**src/rtl/bomberman_pkg.sv**
```systemverilog
// Shared types and screen constants for the bomb blast logic.
package bomberman_pkg;

  typedef enum logic [1:0] {
    IDLE     = 2'd0,
    FUSE     = 2'd1,
    BLAST    = 2'd2,
    COOLDOWN = 2'd3
  } blast_state_t;

  localparam int PIX_W        = 10;
  localparam int SCREEN_X_MAX = 639;
  localparam int SCREEN_Y_MAX = 479;

  // Unsigned |a-b|; the larger operand is always the minuend, so nothing wraps.
  function automatic logic [PIX_W-1:0] abs_diff(input logic [PIX_W-1:0] a,
                                                input logic [PIX_W-1:0] b);
    return (a >= b) ? (a - b) : (b - a);
  endfunction

endpackage

```
**src/rtl/frame_down_counter.sv**
```systemverilog
// Loadable down counter shared by the fuse, blast and cooldown phases.
module frame_down_counter #(
  parameter int W = 7
) (
  input  logic         i_clk,
  input  logic         i_rst_n,
  input  logic         i_load,
  input  logic [W-1:0] i_load_val,
  input  logic         i_en,
  output logic         o_zero
);

  logic [W-1:0] r_value;

  // Load has priority over decrement; the FSM only enables counting while nonzero.
  always_ff @(posedge i_clk or negedge i_rst_n) begin
    if (!i_rst_n) begin
      r_value <= '0;
    end else if (i_load) begin
      r_value <= i_load_val;
    end else if (i_en) begin
      r_value <= r_value - 1'b1;
    end
  end

  assign o_zero = (r_value == '0);

endmodule

```
**src/rtl/bomb_blast_ctrl.sv**
```systemverilog
// Fuse timer, explode pulse, clamped cross-shaped blast region and player hit test.
module bomb_blast_ctrl
  import bomberman_pkg::*;
#(
  parameter int FUSE_FRAMES     = 120,
  parameter int BLAST_FRAMES    = 30,
  parameter int COOLDOWN_FRAMES = 15,
  parameter int BLAST_RANGE     = 32,
  parameter int ARM_HALF        = 4
) (
  input  logic             i_frame_clk,
  input  logic             i_reset_n,
  input  logic             i_bomb_check,
  input  logic [PIX_W-1:0] i_bomb_x,
  input  logic [PIX_W-1:0] i_bomb_y,
  input  logic [PIX_W-1:0] i_user_x,
  input  logic [PIX_W-1:0] i_user_y,
  output logic             o_explode,
  output logic             o_blast_active,
  output logic [PIX_W-1:0] o_blast_x_min,
  output logic [PIX_W-1:0] o_blast_x_max,
  output logic [PIX_W-1:0] o_blast_y_min,
  output logic [PIX_W-1:0] o_blast_y_max,
  output logic             o_player_hit,
  output logic             o_busy
);

  localparam int MAX_FB     = (FUSE_FRAMES > BLAST_FRAMES) ? FUSE_FRAMES : BLAST_FRAMES;
  localparam int MAX_FRAMES = (MAX_FB > COOLDOWN_FRAMES) ? MAX_FB : COOLDOWN_FRAMES;
  localparam int CNT_W      = (MAX_FRAMES > 1) ? $clog2(MAX_FRAMES) : 1;
  localparam int PW1        = PIX_W + 1;

  localparam logic [CNT_W-1:0] FUSE_LOAD  = CNT_W'(FUSE_FRAMES - 1);
  localparam logic [CNT_W-1:0] BLAST_LOAD = CNT_W'(BLAST_FRAMES - 1);
  localparam logic [CNT_W-1:0] COOL_LOAD  = CNT_W'(COOLDOWN_FRAMES - 1);

  localparam logic [PIX_W-1:0] RANGE_N = PIX_W'(BLAST_RANGE);
  localparam logic [PIX_W-1:0] ARM_N   = PIX_W'(ARM_HALF);
  localparam logic [PW1-1:0]   RANGE_W = PW1'(BLAST_RANGE);
  localparam logic [PW1-1:0]   X_CEIL  = PW1'(SCREEN_X_MAX);
  localparam logic [PW1-1:0]   Y_CEIL  = PW1'(SCREEN_Y_MAX);

  blast_state_t     r_state, w_state_next;
  logic [PIX_W-1:0] r_bx, r_by;
  logic             w_latch;
  logic             w_cnt_load, w_cnt_en, w_cnt_zero;
  logic [CNT_W-1:0] w_cnt_load_val;
  logic             w_explode_next;
  logic             w_in_blast_next;

  logic [PW1-1:0]   w_x_sum, w_y_sum;
  logic [PIX_W-1:0] w_x_min, w_x_max, w_y_min, w_y_max;
  logic [PIX_W-1:0] w_dx, w_dy;
  logic             w_h_arm, w_v_arm;

  logic             r_explode, r_blast_active, r_player_hit, r_busy;
  logic [PIX_W-1:0] r_x_min, r_x_max, r_y_min, r_y_max;

  frame_down_counter #(.W(CNT_W)) u_frame_cnt (
    .i_clk      (i_frame_clk),
    .i_rst_n    (i_reset_n),
    .i_load     (w_cnt_load),
    .i_load_val (w_cnt_load_val),
    .i_en       (w_cnt_en),
    .o_zero     (w_cnt_zero)
  );

  // Extents: lower edge guarded against underflow, upper edge summed in 11 bits then clamped.
  assign w_x_sum = {1'b0, r_bx} + RANGE_W;
  assign w_y_sum = {1'b0, r_by} + RANGE_W;
  assign w_x_min = (r_bx < RANGE_N) ? '0 : (r_bx - RANGE_N);
  assign w_y_min = (r_by < RANGE_N) ? '0 : (r_by - RANGE_N);
  assign w_x_max = (w_x_sum > X_CEIL) ? X_CEIL[PIX_W-1:0] : w_x_sum[PIX_W-1:0];
  assign w_y_max = (w_y_sum > Y_CEIL) ? Y_CEIL[PIX_W-1:0] : w_y_sum[PIX_W-1:0];

  // Hit test against the cross: each arm is a thin band around the bomb centre.
  assign w_dx    = abs_diff(i_user_x, r_bx);
  assign w_dy    = abs_diff(i_user_y, r_by);
  assign w_h_arm = (w_dy <= ARM_N) && (i_user_x >= w_x_min) && (i_user_x <= w_x_max);
  assign w_v_arm = (w_dx <= ARM_N) && (i_user_y >= w_y_min) && (i_user_y <= w_y_max);

  // State register.
  always_ff @(posedge i_frame_clk or negedge i_reset_n) begin
    if (!i_reset_n) begin
      r_state <= IDLE;
    end else begin
      r_state <= w_state_next;
    end
  end

  // Next-state logic and counter control; abort in FUSE outranks terminal count.
  always_comb begin
    w_state_next   = r_state;
    w_latch        = 1'b0;
    w_cnt_load     = 1'b0;
    w_cnt_load_val = '0;
    w_cnt_en       = 1'b0;
    w_explode_next = 1'b0;
    case (r_state)
      IDLE: begin
        if (i_bomb_check) begin
          w_state_next   = FUSE;
          w_latch        = 1'b1;
          w_cnt_load     = 1'b1;
          w_cnt_load_val = FUSE_LOAD;
        end
      end
      FUSE: begin
        if (!i_bomb_check) begin
          w_state_next = IDLE;
        end else if (w_cnt_zero) begin
          w_state_next   = BLAST;
          w_cnt_load     = 1'b1;
          w_cnt_load_val = BLAST_LOAD;
          w_explode_next = 1'b1;
        end else begin
          w_cnt_en = 1'b1;
        end
      end
      BLAST: begin
        if (w_cnt_zero) begin
          w_state_next   = COOLDOWN;
          w_cnt_load     = 1'b1;
          w_cnt_load_val = COOL_LOAD;
        end else begin
          w_cnt_en = 1'b1;
        end
      end
      COOLDOWN: begin
        if (w_cnt_zero) begin
          w_state_next = IDLE;
        end else begin
          w_cnt_en = 1'b1;
        end
      end
      default: w_state_next = IDLE;
    endcase
  end

  assign w_in_blast_next = (w_state_next == BLAST);

  // Bomb centre is captured only on acceptance, so it stays fixed through the blast.
  always_ff @(posedge i_frame_clk or negedge i_reset_n) begin
    if (!i_reset_n) begin
      r_bx <= '0;
      r_by <= '0;
    end else if (w_latch) begin
      r_bx <= i_bomb_x;
      r_by <= i_bomb_y;
    end
  end

  // Output registers, all aligned with the state they describe.
  always_ff @(posedge i_frame_clk or negedge i_reset_n) begin
    if (!i_reset_n) begin
      r_explode      <= 1'b0;
      r_blast_active <= 1'b0;
      r_x_min        <= '0;
      r_x_max        <= '0;
      r_y_min        <= '0;
      r_y_max        <= '0;
      r_player_hit   <= 1'b0;
      r_busy         <= 1'b0;
    end else begin
      r_explode      <= w_explode_next;
      r_blast_active <= w_in_blast_next;
      r_x_min        <= w_in_blast_next ? w_x_min : '0;
      r_x_max        <= w_in_blast_next ? w_x_max : '0;
      r_y_min        <= w_in_blast_next ? w_y_min : '0;
      r_y_max        <= w_in_blast_next ? w_y_max : '0;
      r_player_hit   <= w_in_blast_next && (w_h_arm || w_v_arm);
      r_busy         <= (w_state_next != IDLE);
    end
  end

  assign o_explode      = r_explode;
  assign o_blast_active = r_blast_active;
  assign o_blast_x_min  = r_x_min;
  assign o_blast_x_max  = r_x_max;
  assign o_blast_y_min  = r_y_min;
  assign o_blast_y_max  = r_y_max;
  assign o_player_hit   = r_player_hit;
  assign o_busy         = r_busy;

endmodule
```
**config.mk**
```make
export PLATFORM = sky130hd
export DESIGN_NAME = bomb_blast_ctrl
export DESIGN_NICKNAME = d
export VERILOG_FILES = /design/src/rtl/bomberman_pkg.sv /design/src/rtl/frame_down_counter.sv /design/src/rtl/bomb_blast_ctrl.sv
export SDC_FILE = /design/constraint.sdc
export NUM_CORES = 1
export LEC_CHECK = 0
export CELL_PAD_IN_SITES_DETAIL_PLACEMENT = 1
export CELL_PAD_IN_SITES_GLOBAL_PLACEMENT = 1
export CORE_MARGIN = 8
export CORE_UTILIZATION = 37
export CTS_CLUSTER_SIZE = 12
export DETAILED_ROUTE_END_ITERATION = 16
export HOLD_SLACK_MARGIN = 0.12
export PLACE_DENSITY = 0.8
export SLEW_MARGIN = 25
export SYNTH_ARGS = -nofsm -noshare
export SYNTH_HDL_FRONTEND = slang
export SYNTH_HIERARCHICAL = 1
export SYNTH_SLANG_ARGS = --single-unit
```
**constraint.sdc**
```tcl
create_clock -name i_frame_clk -period 3.59 [get_ports i_frame_clk]
set_input_delay 0.718 -clock i_frame_clk [delete_from_list [all_inputs] [get_ports i_frame_clk]]
set_output_delay 0.718 -clock i_frame_clk [all_outputs]
set_load 0.05 [all_outputs]
```
==> results of run 1 <==
[worst min path at each step]
stage	to	slack (ps)	cells past startpoint
final	r_by[5]$_DFFE_PN0P_	390	1
after global routing	r_by[6]$_DFFE_PN0P_	450	1
after CTS	r_by[5]$_DFFE_PN0P_	550	1
after detailed placement	u_frame_cnt/r_value[6]$_DFFE_PN0P_	580	3
after global placement	u_frame_cnt/r_value[6]$_DFFE_PN0P_	560	3
after floorplan	o_blast_active$_DFF_PN0_	420	0
[cells in the final DEF, fill, tap and decap left out, drive strengths merged, types with 8 or more instances in the layout]
cell and count:
nor2b 13, nand2 67, dfrtp 73, xnor2 8, nand2b 10, a31oi 11
nand3 23, buf 50, ha 86, clkbuf 9, nor3 14, xor2 10
o21ai 46, a21oi 33, inv 62, a211oi 9, and3 17, clkdlybuf4s50 85
nor2 75, a21o 12
[state kept, by name (all words and copies together) (netlist names)]
name,flops
o_blast_x_min,10
u_frame_cnt/r_value,7
o_blast_active,1
o_explode,1
o_player_hit,1
o_blast_x_max,10
o_busy,1
o_blast_y_min,10
r_state,2
o_blast_y_max,10
r_bx,10
r_by,10
[cell type report]
| cell class | count | area (um^2) |
|---|---|---|
| clock inverter | 7 | 100 |
| timing repair buffer | 135 | 1230 |
| multi-input combinational | 522 | 3650 |
| inverter | 59 | 221 |
| tap | 188 | 235 |
| clock buffer | 9 | 225 |
| fill | 1808 | 7660 |
| sequential | 73 | 1830 |
[kinds of logic (layout without fill, tap and decap cells)]
logic type / after synthesis / count (layout) / synth area share
other: 2 / 2 / 0.00131
DFF: 73 / 73 / 0.319
adders and majority gates: 86 / 86 / 0.188
buffers and inverters: 87 / 210 / 0.0578
and+or+nand+nor: 253 / 253 / 0.217
muxes: 9 / 9 / 0.0162
xor gates and xnor gates: 18 / 18 / 0.0275
AOI/OAI and AO/OA: 154 / 154 / 0.174
[power breakdown]
part,switching [W],internal (W)
Combinational,0.00288,0.00192
Clock,0.000397,0.000616
Sequential,0.000287,0.00111
Total,0.00357,0.00365
[stage by stage]
stage / cells / cell area, um^2 / utilization
final: 993 / 7490 / 0.495
after floorplan: 682 / 5730 / -
after global placement: 977 / 7090 / 0.468
after CTS: 993 / 7420 / 0.490
after detailed placement: 977 / 7090 / 0.468
after global routing: 993 / 7490 / 0.495
[routing by layer]
layer	vias up	wire, um	GRT usage	share of wire
met5	-	0	0	0
met4	0	346	0.0673	0.018
met3	25	801	0.0360	0.041
met2	124	9290	0.331	0.47
met1	2739	9180	0.254	0.47
li1	2623	-	-	-
[repair_timing]
action | in CTS | in global routing
setup endpoints to repair | 1 | 1
gates resized for setup | 1 | 14
pin swaps | 0 | 1
==> key figures, run 1 <==
Logic synthesis
  • Synth cell count leaders: ha_1 (86), nor2_1 (75), dfrtp_1 (73)
  • Seq/Total Area, Yosys: 0.319
  • FFs w/ async S/R, synth: 1.00
  • Avg Cell Area, Syn: 8.41 um^2
  • Netlist cell types: 61
  • YS warnings: 6
  • Synth top area share: 0.319
  • Synth Net Count: 811
  • Primary FF master, synth: dfrtp_1
  • Number of synthesized register bits: 73
  • Number of synthesized flops with an enable pin: 0
  • Syn Inst Count: 682
  • Largest area contributor in the netlist: dfrtp_1
  • Most numerous cell in the Yosys netlist: ha_1
  • Post-Syn Area: 0.00573 mm^2
  • Synth top area cells: dfrtp_1 (32%), ha_1 (19%), nor2_1 (4.9%), nand2_1 (4.4%), o21ai_0 (3.9%)

Min path
  • HP Class: in -> async

CTS
  • CTS Buf Count: 9
  • Worst-Skew Late Latency: 350 ps
  • Htree depth: 3
  • Post-CTS setup buffer count: 0
  • Bufs on Longest Clock Path: 2
  • Clock slew at reported path FFs: 70 ps
  • CTS tree: done
  • Post-CTS Hold Fix Bufs: 0
  • Num Clock Sinks: 73
  • Root Buffer: clkbuf_16

Placement
  • Port Buf Inserts: 86
  • Worst slack, placed: 49.2 ps
  • Final HPWL DP: 15.3 mm
  • Gpl congestion: 0.906

Route
  • Wire length per cell: 19.8 um
  • Via/cell ratio: 5.55
  • Iteration-0 DRC Markers: 269
  • Post-route ant nets: 0
  • Via count: 5511
  • DRT Pass-1 Iters: 4
  • Total Wirelength: 19.6 mm
  • Drt drc: 0

Worst setup path
  • Data arrival, critical path: 3730 ps
  • R2R cell count: 19
  • Worst setup EP type: flip-flop
  • Crit path buf inv count: 4
  • R2r endpoint: o_player_hit$_DFF_PN0_
  • CP Cell Sequence: inv_2 -> ha_1 -> nand2_1 -> a211oi_2 -> buf_4 -> nor2_1 -> a21oi_1 -> nor2_1 -> a221oi_2 -> buf_4 -> nor2_1 -> ha_1 -> a211oi_2 -> nor2_1 -> o41ai_2 -> buf_4 -> nand2_1 -> a311o_1 -> o31ai_2
  • CP startpoint: r_bx[5]$_DFFE_PN0P_
  • Critical path depth: 19
  • Crit path kind: reg -> reg
  • Crit path to: o_player_hit$_DFF_PN0_
  • RR Startpoint: r_bx[5]$_DFFE_PN0P_
  • Top Family by Delay on Critical Path: compound AO/OA/AOI/OAI gates
  • Critical Path RT: 3850 ps
  • Startpoint types: flip-flop
  • Worst-path fanout max: 7
  • Worst path max stage delay: 400 ps
  • CP max stage cell: dfrtp_1
  • Flop2flop setup slack: 120 ps
  • Most used cell along the critical path: nor2_1

Floorplan
  • Total core area: 0.0151 mm^2
  • Die area: 0.0197 mm^2
  • Die Ht: 140 um
  • Starting density of the core: 0.379
  • Rows: 45
  • Die Width: 140 um
  • I/O pin cnt: 87

STA
  • Max Slew Vio Count: 0
  • Final hold slack: 392 ps
  • Setup ws final: 119 ps
  • Final min period: 3470 ps
  • Final TNS setup: 0 ps
  • Rel. slew slack: 0.543
  • Worst-margin pin slew: 685 ps
  • Layout Skew: 10.8 ps
  • Final period util: 0.967
  • Final setup viols: 0
  • Final-report hold violation count: 0
  • Fmax: 0.288 GHz

Pwr
  • Pwr Density: 963 mW/mm^2
  • VDD IR-drop max: 0.466 mV
  • Tot Pwr: 0.00721 W
  • Leakage Power: 3.53 nW

Layout
  • Nets: 929
  • Number of diodes: 0
  • Share of layout cells above drive strength 1: 0.117
  • P&R area growth vs syn: 30.6%

Job
  • Max Cap Viol: 0

Run status
  • Outcome: complete, no violations

Global route
  • Total grt overflow: 0
  • Global-route wire length before repair: 31.4 mm
  • Vias in the first global route: 5933
  • Largest net degree at the start of global routing: 74
  • Initial antenna violation count: 0
  • Tot GR Track Use: 0.199
Note: power is estimated with default switching activity, not from simulation.
==> inputs of run 2 (changes only) <==
--- a/config.mk
+++ b/config.mk
@@ -12,6 +12,7 @@
 export CTS_CLUSTER_SIZE = 12
 export DETAILED_ROUTE_END_ITERATION = 16
 export HOLD_SLACK_MARGIN = 0.12
+export MAX_ROUTING_LAYER = met4
 export PLACE_DENSITY = 0.8
 export SLEW_MARGIN = 25
 export SYNTH_ARGS = -nofsm -noshare
==> key figures, run 2 (synthesized netlist as in run 1, its figures left out) <==
Run status
  • Outcome: complete, no violations

Pwr
  • VDD IR-drop max: 0.474 mV
  • Leakage Power: 3.57 nW
  • Pwr Density: 974 mW/mm^2
  • Tot Pwr: 0.00745 W

Global route
  • Largest net degree at the start of global routing: 74
  • Total grt overflow: 0
  • Global-route wire length before repair: 32.0 mm
  • Initial antenna violation count: 0
  • Tot GR Track Use: 0.208
  • Vias in the first global route: 5998

CTS
  • CTS Buf Count: 9
  • Htree depth: 3
  • Worst-Skew Late Latency: 350 ps
  • Clock slew at reported path FFs: 70 ps
  • Root Buffer: clkbuf_16
  • Num Clock Sinks: 73
  • Bufs on Longest Clock Path: 2
  • CTS tree: done

Floorplan
  • Die Ht: 140 um
  • Starting density of the core: 0.379
  • Die Width: 140 um
  • Total core area: 0.0151 mm^2
  • Die area: 0.0197 mm^2
  • I/O pin cnt: 87
  • Rows: 45

Layout
  • Nets: 935
  • P&R area growth vs syn: 33.4%
  • Number of diodes: 0
  • Utilization after layout: 0.505
  • Fin area: 0.00765 mm^2
  • Fillers: 1782
  • Final Non-Filler Cells: 999
  • Share of layout cells above drive strength 1: 0.148
  • FF/Latch Area: 0.00183 mm^2
  • Commonest non-fill, non-tap cells in the layout: clkdlybuf4s50_1 (85), ha_1 (81), dfrtp_1 (71), nand2_1 (66), nor2_1 (65)
  • Commonest non-fill, non-tap cell in the layout: clkdlybuf4s50_1
  • Multi-input gate area: 0.00376 mm^2

Worst setup path
  • Data arrival, critical path: 3750 ps
  • Worst-path fanout max: 6
  • Crit path kind: reg -> reg
  • Worst setup EP type: flip-flop
  • Startpoint types: flip-flop
  • Critical Path RT: 3840 ps

Min path
  • HP Class: in -> async

STA
  • Rel. slew slack: 0.492
  • Final min period: 3490 ps
  • Layout Skew: 13.6 ps
  • Fmax: 0.286 GHz
  • Max Slew Vio Count: 0
  • Final setup viols: 0
  • Final-report hold violation count: 0
  • RSZ-0062 raised after global routing: true
  • Final period util: 0.973
  • Worst-margin pin slew: 755 ps

Placement
  • Port Buf Inserts: 86
  • Placed cell area: 0.00706 mm^2
  • Final HPWL DP: 15.4 mm
  • Placed Cells: 974
  • Gpl congestion: 0.938

Route
  • Wire length per cell: 20.2 um
  • Post-route ant nets: 0
  • DRT Pass-1 Iters: 4
  • Via count: 5527
  • Iteration-0 DRC Markers: 271
  • Drt drc: 0
  • Total Wirelength: 20.2 mm
  • Via/cell ratio: 5.53

Job
  • Max Cap Viol: 0
[run 2: report_power, final]
group          internal, W  switching, W  total (W)
clock network     0.000613      0.000380   0.000993
registers          0.00111      0.000294    0.00141
logic              0.00202       0.00302    0.00505
total              0.00375       0.00370    0.00745
[run 2: final cells by class]
| class | count | area share |
|---|---|---|
| Clock buffer | 10 | 0.0299 |
| Clock inverter | 6 | 0.0119 |
| Inverter | 59 | 0.0290 |
| Multi-Input combinational cell | 522 | 0.492 |
| Sequential cell | 73 | 0.239 |
| Tap cell | 188 | 0.0308 |
| Timing Repair Buffer | 141 | 0.167 |
[run 2: metal layers]
| metal | vias up | GRT usage | wire length [um] |
|---|---|---|---|
| met1 | 2745 | 0.258 | 9210 |
| met3 | 24 | 0.0411 | 871 |
| met2 | 124 | 0.338 | 9780 |
| met5 | - | - | 0 |
| met4 | 0 | 0.0600 | 356 |
| li1 | 2634 | - | - |
[run 2: final timing paths]
kind | start | slack, ps | depth (start not counted) | to
max in group asynchronous | i_reset_n | 2730 | 1 | r_bx[8]$_DFFE_PN0P_
min in group i_frame_clk | u_frame_cnt/r_value[6]$_DFFE_PN0P_ | 590 | 3 | u_frame_cnt/r_value[6]$_DFFE_PN0P_
worst min-delay path | i_reset_n | 380 | 1 | r_by[7]$_DFFE_PN0P_
worst max register to register | r_by[5]$_DFFE_PN0P_ | 100 | 17 | o_player_hit$_DFF_PN0_
worst max-delay path | r_by[5]$_DFFE_PN0P_ | 100 | 17 | o_player_hit$_DFF_PN0_
worst min register to register | u_frame_cnt/r_value[6]$_DFFE_PN0P_ | 590 | 3 | u_frame_cnt/r_value[6]$_DFFE_PN0P_
[run 2: worst max-delay path, cell delays in order (launching register included)]
cell and delay [ps]:
dfrtp_2 450, ha_1 260, inv_1 90, nor3_1 40
a31oi_1 190, nor2_1 100, a221oi_2 290, a41oi_1 110
buf_4 200, nor2_1 200, ha_1 280, nand2_1 140
nor2_1 80, a211oi_2 230, o211ai_1 190, a221oi_2 320
o211ai_1 150, o31ai_2 80
[run 2: stage by stage]
stage	setup slack, ps	TNS [ps]	hold slack (ps)
floorplan	116	0	422
global placement	50.9	0	556
detailed placement	-77.6	-77.6	580
CTS	9.91	0	543
global route	-112	-112	434
finish	97.1	0	379
[run 2: timing repair]
item                                    4_1_cts  5_1_grt
setup buffers                                 0        9
hold buffers                                  0        0
endpoints found under the setup margin        1        1
gates resized for setup                       8       34
pin swaps                                     1       19
==> edit: new RTL, config.mk and constraints of run 2 <==
Remove the register `r_y_max`: a continuous assignment takes its place, so the output `o_blast_y_max` follows one clock earlier.
--- a/src/rtl/bomb_blast_ctrl.sv
+++ b/src/rtl/bomb_blast_ctrl.sv
@@ -158,7 +158,6 @@
       r_x_min        <= '0;
       r_x_max        <= '0;
       r_y_min        <= '0;
-      r_y_max        <= '0;
       r_player_hit   <= 1'b0;
       r_busy         <= 1'b0;
     end else begin
@@ -167,11 +166,12 @@
       r_x_min        <= w_in_blast_next ? w_x_min : '0;
       r_x_max        <= w_in_blast_next ? w_x_max : '0;
       r_y_min        <= w_in_blast_next ? w_y_min : '0;
-      r_y_max        <= w_in_blast_next ? w_y_max : '0;
       r_player_hit   <= w_in_blast_next && (w_h_arm || w_v_arm);
       r_busy         <= (w_state_next != IDLE);
     end
   end
+
+  assign r_y_max = w_in_blast_next ? w_y_max : '0;
 
   assign o_explode      = r_explode;
   assign o_blast_active = r_blast_active;
Behaviour: same outputs for any inputs over 10 cycles, from zero or initial values and one cycle with i_reset_n low; that may be too few to reach the edited logic, so the function may still have changed.
==> edit against run 2 <==
  * Setup slack worse by 4.3 ps
  * Power decreased by 10%
  * Sequential cell count decreased by 10
  * Synthesized area is 7.3% lower
  * Die area is 6.5% lower
  * Final area shrank 7.4%
  * Routed wire length is 10% lower
  * Maximum frequency fell by 0.12%
  * Largest power group unchanged
  * Highest routed layer unchanged
==> edit: results (changes against run 2) <==
| Metric | Value |
|---|---|
| Status | `finished clean (unchanged)` |
| Worst-case clock buffer depth | `2 (unchanged)` |
| Root buf cell | `clkbuf_16 (unchanged)` |
| Max Cap Viol | `0 (unchanged)` |
| Largest area contributor in the netlist | `dfrtp_1 (unchanged)` |
| Yosys cell types | `61 (unchanged)` |
| Largest net degree at the start of global routing | `37 (was 74)` |
| Synth Area in Compound Gates | `18.86% (was 17.44%)` |
| Total GRT Usage | `20.98% (was 20.80%)` |
| Hold Crit Class | `input pin to asynchronous set/reset pin (unchanged)` |
| Clock-pin slew on the worst setup and hold paths | `60 ps` |
| Dpl cell area | `0.006763 mm^2 (was 0.007064 mm^2)` |
| P_leak | `0.003465 uW (was 0.003572 uW)` |
| CP arrival | `3720 ps (was 3750 ps)` |
| Crit path largest cell delay | `510 ps (was 450 ps)` |
| Top area cells in the synthesized netlist | `dfrtp_1 (30%), ha_1 (20%), nor2_1 (5.1%) (was dfrtp_1 (32%), ha_1 (19%), nor2_1 (4.9%))` |
| Crit-path max FO | `4 (was 6)` |
| Largest delay share family, worst path | `compound AO/OA/AOI/OAI gates (unchanged)` |
| ANT cells | `0 (unchanged)` |
| Synth Warn # | `6 (unchanged)` |
| Vias in the first global route | `5928 (was 5998)` |
| Total nets after synthesis | `763 (was 811)` |
| Final HPWL DP | `14.74 mm (was 15.39 mm)` |
| Port-buffer cells | `85 (was 86)` |
| Clk_skew | `4.639 ps (was 13.62 ps)` |
| Vias post-DR | `5172 (was 5527)` |
| Clock Latency Late Sink | `340 ps` |
| Post-Synth Adder-Cell Area | `20.25% (was 18.77%)` |
| Pre-antenna DRT Iters | `5 (was 4)` |
| Max-slew violations | `0 (unchanged)` |
| Final nets | `903 (was 935)` |
| Crit-path slowest cell | `clkdlybuf4s50_1 (was dfrtp_2)` |
| Worst setup path startpoint | `i_user_y[1] (was r_by[5]$_DFFE_PN0P_)` |
| Initial drt markers | `244 (was 271)` |
| Initial antenna violation count | `0 (unchanged)` |
| VDD IR max | `0.0004869 V (was 0.0004742 V)` |
| GP Congestion | `0.8677 (was 0.9378)` |
| Ys async rst share | `100.0% (unchanged)` |
| H-tree depth | `3 (unchanged)` |
| Net switching power | `3330 uW (was 3697 uW)` |
| Synth Area in XOR/XNOR | `3.297% (was 2.750%)` |
| Synth cell count leaders | `ha_1 (86), nor2_1 (72), nand2_1 (64) (was ha_1 (86), nor2_1 (75), dfrtp_1 (73))` |
| Routed WL | `18.14 mm (was 20.21 mm)` |
| Mux contribution to synthesized area | `2.190% (was 1.615%)` |
| Cts bufs inserted | `9 (unchanged)` |
| FILL cells | `1651 (was 1782)` |
| Post-Route Utilization | `50.83% (was 50.49%)` |
| Sequential area share after synthesis | `29.67% (was 31.86%)` |
| Relative slew slack | `41.72% (was 49.20%)` |
| First-pass GRT wire length | `29.99 mm (was 31.95 mm)` |
| Crit Reg-Reg Startpoint | `r_by[6]$_DFFE_PN0P_ (was r_by[5]$_DFFE_PN0P_)` |
| Layout cell share with drive strength beyond 1 | `15.15% (was 14.80%)` |
-- edit: through the flow --
step / hold WS (ps) / setup slack (ps) / TNS, ps / std cells
2_1_floorplan: 422.4 / 194.9 / 0 / 634
3_3_place_gp: 554.9 / -137.8 / -137.8 / 940
3_5_place_dp: 568.0 / -217.7 / -217.7 / 940
4_1_cts: 516.4 / 31.83 / 0 / 956
5_1_grt: 559.3 / 9.201 / 0 / 959
6_report: 497.0 / 92.82 / 0 / 959
-- edit: logic make-up after synthesis --
family	Yosys count
AND/OR/NAND/NOR	220
XOR/XNOR	20
multiplexers	11
other	2
buffers and inverters	80
flip-flops	63
AO/OA/AOI/OAI	152
adder cells (fa/ha/maj)	86
-- edit: power groups by stage --
stage,sequential (uW),clock (uW),combinational [uW]
global placement,1230,0,4350
global route,1280,842,5100
floorplan,1520,0,2610
finish,1240,790,4640
detailed placement,1240,0,4540
CTS,1240,809,4590
-- edit: repair_timing --
action | CTS | global route
setup endpoints to repair | 1 | 2
pin swaps | 0 | 3
hold endpoints to repair | 0 | 0
setup buffers | 0 | 3
resized for setup | 1 | 10
-- edit: layer usage --
metal	share of wire, %	track usage (%)	vias to the layer above
met5	0	-	-
met4	2.6	8.390	0
met1	43	23.75	2558
li1	-	-	2497
met3	2.7	2.804	29
met2	52	36.65	88
-- edit: worst paths after layout --
| check | endpoint | slack, ps | cells past startpoint |
|---|---|---|---|
| max | o_player_hit$_DFF_PN0_ | 90 | 11 |
| min | o_blast_x_min[8]$_DFF_PN0_ | 500 | 1 |
| max reg2reg | o_player_hit$_DFF_PN0_ | 170 | 13 |
| min reg2reg | u_frame_cnt/r_value[6]$_DFFE_PN0P_ | 580 | 3 |
| max in group asynchronous | o_blast_y_min[1]$_DFF_PN0_ | 2350 | 2 |
| min in group i_frame_clk | u_frame_cnt/r_value[6]$_DFFE_PN0P_ | 580 | 3 |
-- edit: worst reg2reg max path, cell delays in order, from the launching register on --
cell       delay, ps
dfrtp_2          440
buf_4            170
nor4_1           280
buf_4            170
a21oi_1          100
ha_1             270
nand2b_1         150
a21o_1           180
a21o_1           180
a211oi_1         290
o21ai_0          160
a2111oi_1        580
a211oi_2         100
a32o_1           230
-- edit: area by class of cell --
type / count / area share [%]
clock buffers: 10 / 3.233
clock inverters: 6 / 0.5299
inverters: 54 / 2.862
multi-input cells: 491 / 48.86
flip-flops and latches: 63 / 22.29
well taps: 180 / 3.180
repair buffers: 155 / 19.04
